<file path="config.mk">
export PLATFORM = sky130hd
export DESIGN_NAME = regfile_wr_sched
export DESIGN_NICKNAME = d
export VERILOG_FILES = /design/src/rtl/regfile_sched_pkg.sv /design/src/rtl/regfile_wr_sched_rr_arbiter.sv /design/src/rtl/regfile_wr_sched.sv
export SDC_FILE = /design/constraint.sdc
export NUM_CORES = 1
export LEC_CHECK = 0
export BUFFER_PORTS_ARGS = -buffer_cell sky130_fd_sc_hd__buf_2
export CAP_MARGIN = 20
export CORE_AREA = 2 2 164 166
export CTS_CLUSTER_DIAMETER = 60
export DETAILED_ROUTE_END_ITERATION = 6
export DIE_AREA = 0 0 166 168
export PLACE_DENSITY = 0.72
export SLEW_MARGIN = 15
export SYNTH_ARGS = -nofsm -noshare
export SYNTH_HDL_FRONTEND = slang
export SYNTH_SLANG_ARGS = --single-unit
</file>
<file path="constraint.sdc">
create_clock -name CLK -period 11.1 [get_ports CLK]
set_input_delay 0.555 -clock CLK [delete_from_list [all_inputs] [get_ports CLK]]
set_output_delay 0.555 -clock CLK [all_outputs]
set_load 0.02 [all_outputs]
</file>
<file path="src/rtl/regfile_sched_pkg.sv">
// Shared types and helpers for the register-file write scheduler.
package regfile_sched_pkg;

  typedef enum logic {
    IDLE,
    CLEAR
  } sched_state_t;

  // Widest requester vector the rotate helpers handle.
  localparam int unsigned max_req = 8;

  // Rotate the low n bits of v right by sh: result bit i comes from bit (i+sh) mod n.
  function automatic logic [max_req-1:0] rot_right(input logic [max_req-1:0] v,
                                                   input int unsigned     sh,
                                                   input int unsigned     n);
    logic [max_req-1:0] r;
    r = '0;
    for (int unsigned i = 0; i < max_req; i++) begin
      if (i < n) r[i] = v[(i + sh) % n];
    end
    return r;
  endfunction

  // Inverse of rot_right: bit i moves to bit (i+sh) mod n.
  function automatic logic [max_req-1:0] rot_left(input logic [max_req-1:0] v,
                                                  input int unsigned     sh,
                                                  input int unsigned     n);
    logic [max_req-1:0] r;
    r = '0;
    for (int unsigned i = 0; i < max_req; i++) begin
      if (i < n) r[(i + sh) % n] = v[i];
    end
    return r;
  endfunction

endpackage

</file>
<file path="src/rtl/regfile_wr_sched_rr_arbiter.sv">
// Combinational round-robin arbiter; priority starts at ptr and wraps.
module rr_arbiter
  import regfile_sched_pkg::*;
#(
  parameter int unsigned n = 4,
  localparam int unsigned pw = $clog2(n)
) (
  input  logic [n-1:0]  req,
  input  logic [pw-1:0] ptr,
  input  logic          en,
  output logic [n-1:0]  gnt,
  output logic [pw-1:0] gnt_idx
);

  logic [max_req-1:0] req_w;
  logic [max_req-1:0] rot;
  logic [max_req-1:0] pick;
  logic [max_req-1:0] back;
  logic               found;

  // Rotate so ptr sits at bit 0, take the lowest request, rotate back.
  always_comb begin
    req_w          = '0;
    req_w[n-1:0]   = req;
    rot            = rot_right(req_w, ptr, n);
    pick           = '0;
    found          = 1'b0;
    for (int unsigned i = 0; i < n; i++) begin
      if (rot[i] && !found) begin
        pick[i] = 1'b1;
        found   = 1'b1;
      end
    end
    back    = rot_left(pick, ptr, n);
    gnt     = en ? back[n-1:0] : '0;
    gnt_idx = '0;
    for (int unsigned i = 0; i < n; i++) begin
      if (gnt[i]) gnt_idx = pw'(i);
    end
  end

endmodule

</file>
<file path="src/rtl/regfile_wr_sched.sv">
// Write-port scheduler: round-robin sharing of the register file write port
// plus a lo..hi clear sequencer. All write-side outputs are registered.
module regfile_wr_sched
  import regfile_sched_pkg::*;
#(
  parameter int unsigned addr_width = 5,
  parameter int unsigned data_width = 64,
  parameter int unsigned lo         = 0,
  parameter int unsigned hi         = 31,
  parameter int unsigned num_req    = 4
) (
  input  logic                             CLK,
  input  logic                             RST,
  input  logic [num_req-1:0]               REQ_VALID,
  input  logic [num_req*addr_width-1:0]    REQ_ADDR,
  input  logic [num_req*data_width-1:0]    REQ_DATA,
  output logic [num_req-1:0]               REQ_READY,
  input  logic                             CLR_START,
  input  logic [data_width-1:0]            CLR_DATA,
  output logic                             CLR_BUSY,
  output logic                             CLR_DONE,
  output logic                             ERR,
  output logic                             WE,
  output logic [addr_width-1:0]            ADDR_IN,
  output logic [data_width-1:0]            D_IN
);

  localparam int unsigned pw = $clog2(num_req);

  localparam logic [addr_width-1:0] lo_a   = addr_width'(lo);
  localparam logic [addr_width-1:0] hi_a   = addr_width'(hi);
  localparam logic [addr_width:0]   lo_x   = (addr_width + 1)'(lo);
  localparam logic [addr_width:0]   span_x = (addr_width + 1)'(hi - lo);

  sched_state_t              state, state_n;
  logic [addr_width-1:0]     cnt, cnt_n;
  logic [data_width-1:0]     fill, fill_n;
  logic [pw-1:0]             rr_ptr, ptr_n;

  logic                      we_n;
  logic [addr_width-1:0]     addr_n;
  logic [data_width-1:0]     d_n;
  logic                      busy_n;
  logic                      done_n;
  logic                      err_n;

  logic                      arb_en;
  logic [num_req-1:0]        gnt;
  logic [pw-1:0]             gnt_idx;
  logic [addr_width-1:0]     sel_addr;
  logic [data_width-1:0]     sel_data;
  logic [addr_width:0]       addr_off;
  logic                      in_range;

  // Grants only in IDLE when no clear is starting; forced off during reset.
  always_comb begin
    arb_en = (state == IDLE) && !CLR_START && !RST;
  end

  rr_arbiter #(
    .n (num_req)
  ) u_arb (
    .req     (REQ_VALID),
    .ptr     (rr_ptr),
    .en      (arb_en),
    .gnt     (gnt),
    .gnt_idx (gnt_idx)
  );

  // Select the granted requester's payload and range-check its address.
  always_comb begin
    REQ_READY = gnt;
    sel_addr  = REQ_ADDR[gnt_idx*addr_width +: addr_width];
    sel_data  = REQ_DATA[gnt_idx*data_width +: data_width];
    // Offset from lo in one extra bit: below-lo addresses wrap above span.
    addr_off  = {1'b0, sel_addr} - lo_x;
    in_range  = (addr_off <= span_x);
  end

  // Next-state and next-output decode.
  always_comb begin
    state_n = state;
    cnt_n   = cnt;
    fill_n  = fill;
    ptr_n   = rr_ptr;
    we_n    = 1'b0;
    addr_n  = ADDR_IN;
    d_n     = D_IN;
    busy_n  = CLR_BUSY;
    done_n  = 1'b0;
    err_n   = 1'b0;
    case (state)
      IDLE: begin
        if (CLR_START) begin
          state_n = CLEAR;
          cnt_n   = lo_a;
          fill_n  = CLR_DATA;
          busy_n  = 1'b1;
        end else if (|gnt) begin
          ptr_n = (gnt_idx == pw'(num_req - 1)) ? '0 : gnt_idx + 1'b1;
          if (in_range) begin
            we_n   = 1'b1;
            addr_n = sel_addr;
            d_n    = sel_data;
          end else begin
            err_n = 1'b1;
          end
        end
      end
      CLEAR: begin
        we_n   = 1'b1;
        addr_n = cnt;
        d_n    = fill;
        if (cnt == hi_a) begin
          done_n  = 1'b1;
          busy_n  = 1'b0;
          state_n = IDLE;
        end else begin
          cnt_n = cnt + 1'b1;
        end
      end
      default: begin
        state_n = IDLE;
        busy_n  = 1'b0;
      end
    endcase
  end

  // State and registered write-port outputs.
  always_ff @(posedge CLK or posedge RST) begin
    if (RST) begin
      state    <= IDLE;
      cnt      <= lo_a;
      fill     <= '0;
      rr_ptr   <= '0;
      WE       <= 1'b0;
      ADDR_IN  <= '0;
      D_IN     <= '0;
      CLR_BUSY <= 1'b0;
      CLR_DONE <= 1'b0;
      ERR      <= 1'b0;
    end else begin
      state    <= state_n;
      cnt      <= cnt_n;
      fill     <= fill_n;
      rr_ptr   <= ptr_n;
      WE       <= we_n;
      ADDR_IN  <= addr_n;
      D_IN     <= d_n;
      CLR_BUSY <= busy_n;
      CLR_DONE <= done_n;
      ERR      <= err_n;
    end
  end

endmodule

</file>
==> results_dict.tcl <==
set metrics [dict create \
    status "complete, no violations" \
    max_freq_mhz 197 \
    n_fill_cell 2634 \
    wire_per_inst_um 18.9 \
    cts_buffers 17 \
    finalSetupTns_ps 0 \
    rows 60 \
    finalHoldViolCount 0 \
    maxCapViolations 0 \
    clock_latency_ps 420 \
    drt_first_iter_violations 684 \
    cp-start-kind "flip-flop" \
    synth-seq-area-share_pct 42.8 \
    gp_congestion 0.891 \
    crit_family "buffers and inverters" \
    ant_nets 0 \
    antennaDiodeCount 0 \
    drive_gt1_share_pct 44.5 \
    die_y_um 168 \
    final_max_slew_viol_count 0 \
    clock_path_buffers 2 \
    synth_area_leader_cell "dfrtp_1" \
    fin_crit_ps 5080 \
    postSynthCellCount 941 \
    drc 0 \
    io_pins 424 \
    period_share_pct 45.8 \
    clkTransAtPathRegs_ps 70 \
    cp_cell_sequence "inv_1 -> ha_1 -> mux2_2 -> or4b_1 -> a311o_1 -> o21a_4 -> clkinv_2 -> nor4_4 -> buf_4 -> nand2_1 -> a221o_1" \
    critical_path_class "flip-flop to flip-flop" \
    finalNetCount 1665 \
    peakVddDrop_mv 0.0974 \
    root_buffer "clkbuf_16" \
    grt_pass1_wl_um 49300 \
    crit_fanout 73 \
    async_flop_share_pct 100 \
    grt_pass1_vias 9090 \
    synth_edf_count 0 \
    hpwlAfterDp_um 21700 \
    h-tree-depth 4 \
    synth_nets 1297 \
    synth_ff_type "dfrtp_1" \
    dr.pass1.iters 5 \
    synth_warnings 0 \
    cpMaxStageDelayCell "dfrtp_1" \
    grt_max_degree 76 \
    worst_pin_slew_ps 1010 \
    via_count 8965 \
    syn_to_final_growth_pct 34.4 \
    antenna_found_initial 3 \
    arrival_ps 5390 \
    skew_ps 13.4 \
    cts_tree "done" \
    ys_ff_latch 145 \
    io_buffers 423 \
    via_per_inst 5.39 \
    synth_area_mm2 0.00847 \
    cp.required_ps 11400 \
    rsz0062_at_grt "no" \
    cts_resized 0 \
    grt.total_usage_pct 22.2 \
    setup_slack_ps 6020 \
    synth_cell_types 51 \
    synth.avg_cell_area_um2 9.00 \
    leakagePower_nw 5.26 \
    post-cts-setup-buffer-count 0 \
    coreArea_mm2 0.0264 \
    dp_slack_ps 5390 \
    relSlewSlack_pct 32.2 \
    cp-end-kind "flip-flop" \
    dieArea_mm2 0.0279 \
    critPathBufInv 3 \
    power.density_mw_per_mm2 238 \
    die_w_um 166 \
    max_stage_delay_ps 750 \
    cts.sinks 145 \
    ctsHoldBuffers 0 \
    start_util_pct 32.1 \
    hold_path_class "input port to async pin" \
    synth_top_area_share_pct 42.8 \
    synth_area_leaders "dfrtp_1, mux2_2, nand2_1" \
    setup_viol 0 \
    drt_wl_total_um 31500 \
    grt_remaining_overflow 0 \
]
[state kept, by name, indices dropped and copies added, names as in the netlist]
signal	cells
fill	64
ERR	1
rr_ptr	2
D_IN	64
WE	1
cnt	5
CLR_BUSY	1
CLR_DONE	1
state	1
ADDR_IN	5
[kinds of logic (layout without fill, tap and decap cells)]
family | after synthesis | after routing | share of synthesized area (%)
AO/OA/AOI/OAI | 291 | 291 | 25.0
XOR/XNOR | 2 | 2 | 0.207
adder cells (fa/ha/maj) | 9 | 9 | 1.33
buffers and inverters | 96 | 477 | 4.48
flip-flops | 145 | 145 | 42.8
multiplexers | 77 | 77 | 10.6
other | 1 | 1 | 0.0443
AND/OR/NAND/NOR | 320 | 320 | 15.5
[area by class of cell]
cell class	instances	area, µm²	share of cell area [%]
clock buffers	20	447	3.92
clock inverters	12	124	1.09
inverters	11	47.5	0.418
multi-input cells	700	4500	39.5
flip-flops and latches	145	3630	31.9
well taps	341	427	3.75
repair buffers	434	2210	19.4
[Yosys cell counts (all sizes together) (7+ instances only)]
library cell / count
a31o: 69
a31oi: 67
buf: 18
clkbuf: 67
dfrtp: 145
ha: 9
inv: 10
mux2: 71
nand2: 208
nand3: 7
nand4: 9
nor2: 76
o21ai: 67
o2bb2ai: 64
[metal layers]
metal | global-route usage (%) | share of wire [%] | vias to the layer above
met5 | 0 | 0.095 | -
met4 | 6.28 | 1.9 | 4
met3 | 5.36 | 7.2 | 41
met2 | 38.3 | 49 | 400
met1 | 27.7 | 41 | 4373
li1 | - | - | 4147
[report_power, final]
group / total [mW] / leakage [nW] / switching, mW / internal (mW)
Combinational: 1.17 / 3.29 / 0.670 / 0.502
Sequential: 0.973 / 1.71 / 0.170 / 0.804
Clock: 0.567 / 0.266 / 0.247 / 0.320
Total: 2.71 / 5.26 / 1.09 / 1.63
[final timing paths]
check	to	cells past startpoint	startpoint	slack, ps
worst max-delay path	ADDR_IN[3]	11	rr_ptr[0]	6020
worst min-delay path	ADDR_IN[3]	2	RST	260
worst max register to register	ADDR_IN[3]	11	rr_ptr[0]	6020
worst min register to register	fill[45]	1	fill[45]	510
max in group asynchronous	state	3	RST	9350
min in group CLK	fill[26]	2	CLR_DATA[26]	370
[per-stage QoR]
stage	hold slack (ps)	utilization, %	total power [mW]	cells	area [µm²]
after detailed placement	497	41.0	2.16	1630	10800
after CTS	283	43.1	2.73	1662	11400
final	261	43.2	2.71	1663	11400
after global routing	310	43.2	2.90	1663	11400
after global placement	483	41.0	2.11	1630	10800
after floorplan	481	-	1.74	941	8470
[cell usage in the layout (no fill, tap or decap), drive strengths merged, types with 2 or more instances in the layout]
| cell | netlist | final |
|---|---|---|
| buf | 18 | 434 |
| nand2 | 208 | 208 |
| dfrtp | 145 | 145 |
| nor2 | 76 | 76 |
| mux2 | 71 | 71 |
| a31o | 69 | 69 |
| a31oi | 67 | 67 |
| o21ai | 67 | 67 |
| o2bb2ai | 64 | 64 |
| clkbuf | 67 | 20 |
| inv | 10 | 15 |
| nand4 | 9 | 9 |
| ha | 9 | 9 |
| nand3 | 7 | 7 |
| a22oi | 4 | 4 |
| o211ai | 4 | 4 |
| clkinvlp | 0 | 4 |
| mux2i | 3 | 3 |
| nor3 | 3 | 3 |
| mux4 | 3 | 3 |
| nor3b | 3 | 3 |
| clkinv | 1 | 3 |
| or3 | 2 | 2 |
| nand3b | 2 | 2 |
| or4b | 2 | 2 |
| a21oi | 2 | 2 |
| and3 | 2 | 2 |
| a22o | 2 | 2 |
| a311oi | 2 | 2 |
| nor2b | 2 | 2 |
Power figures use the tool's default switching activity.
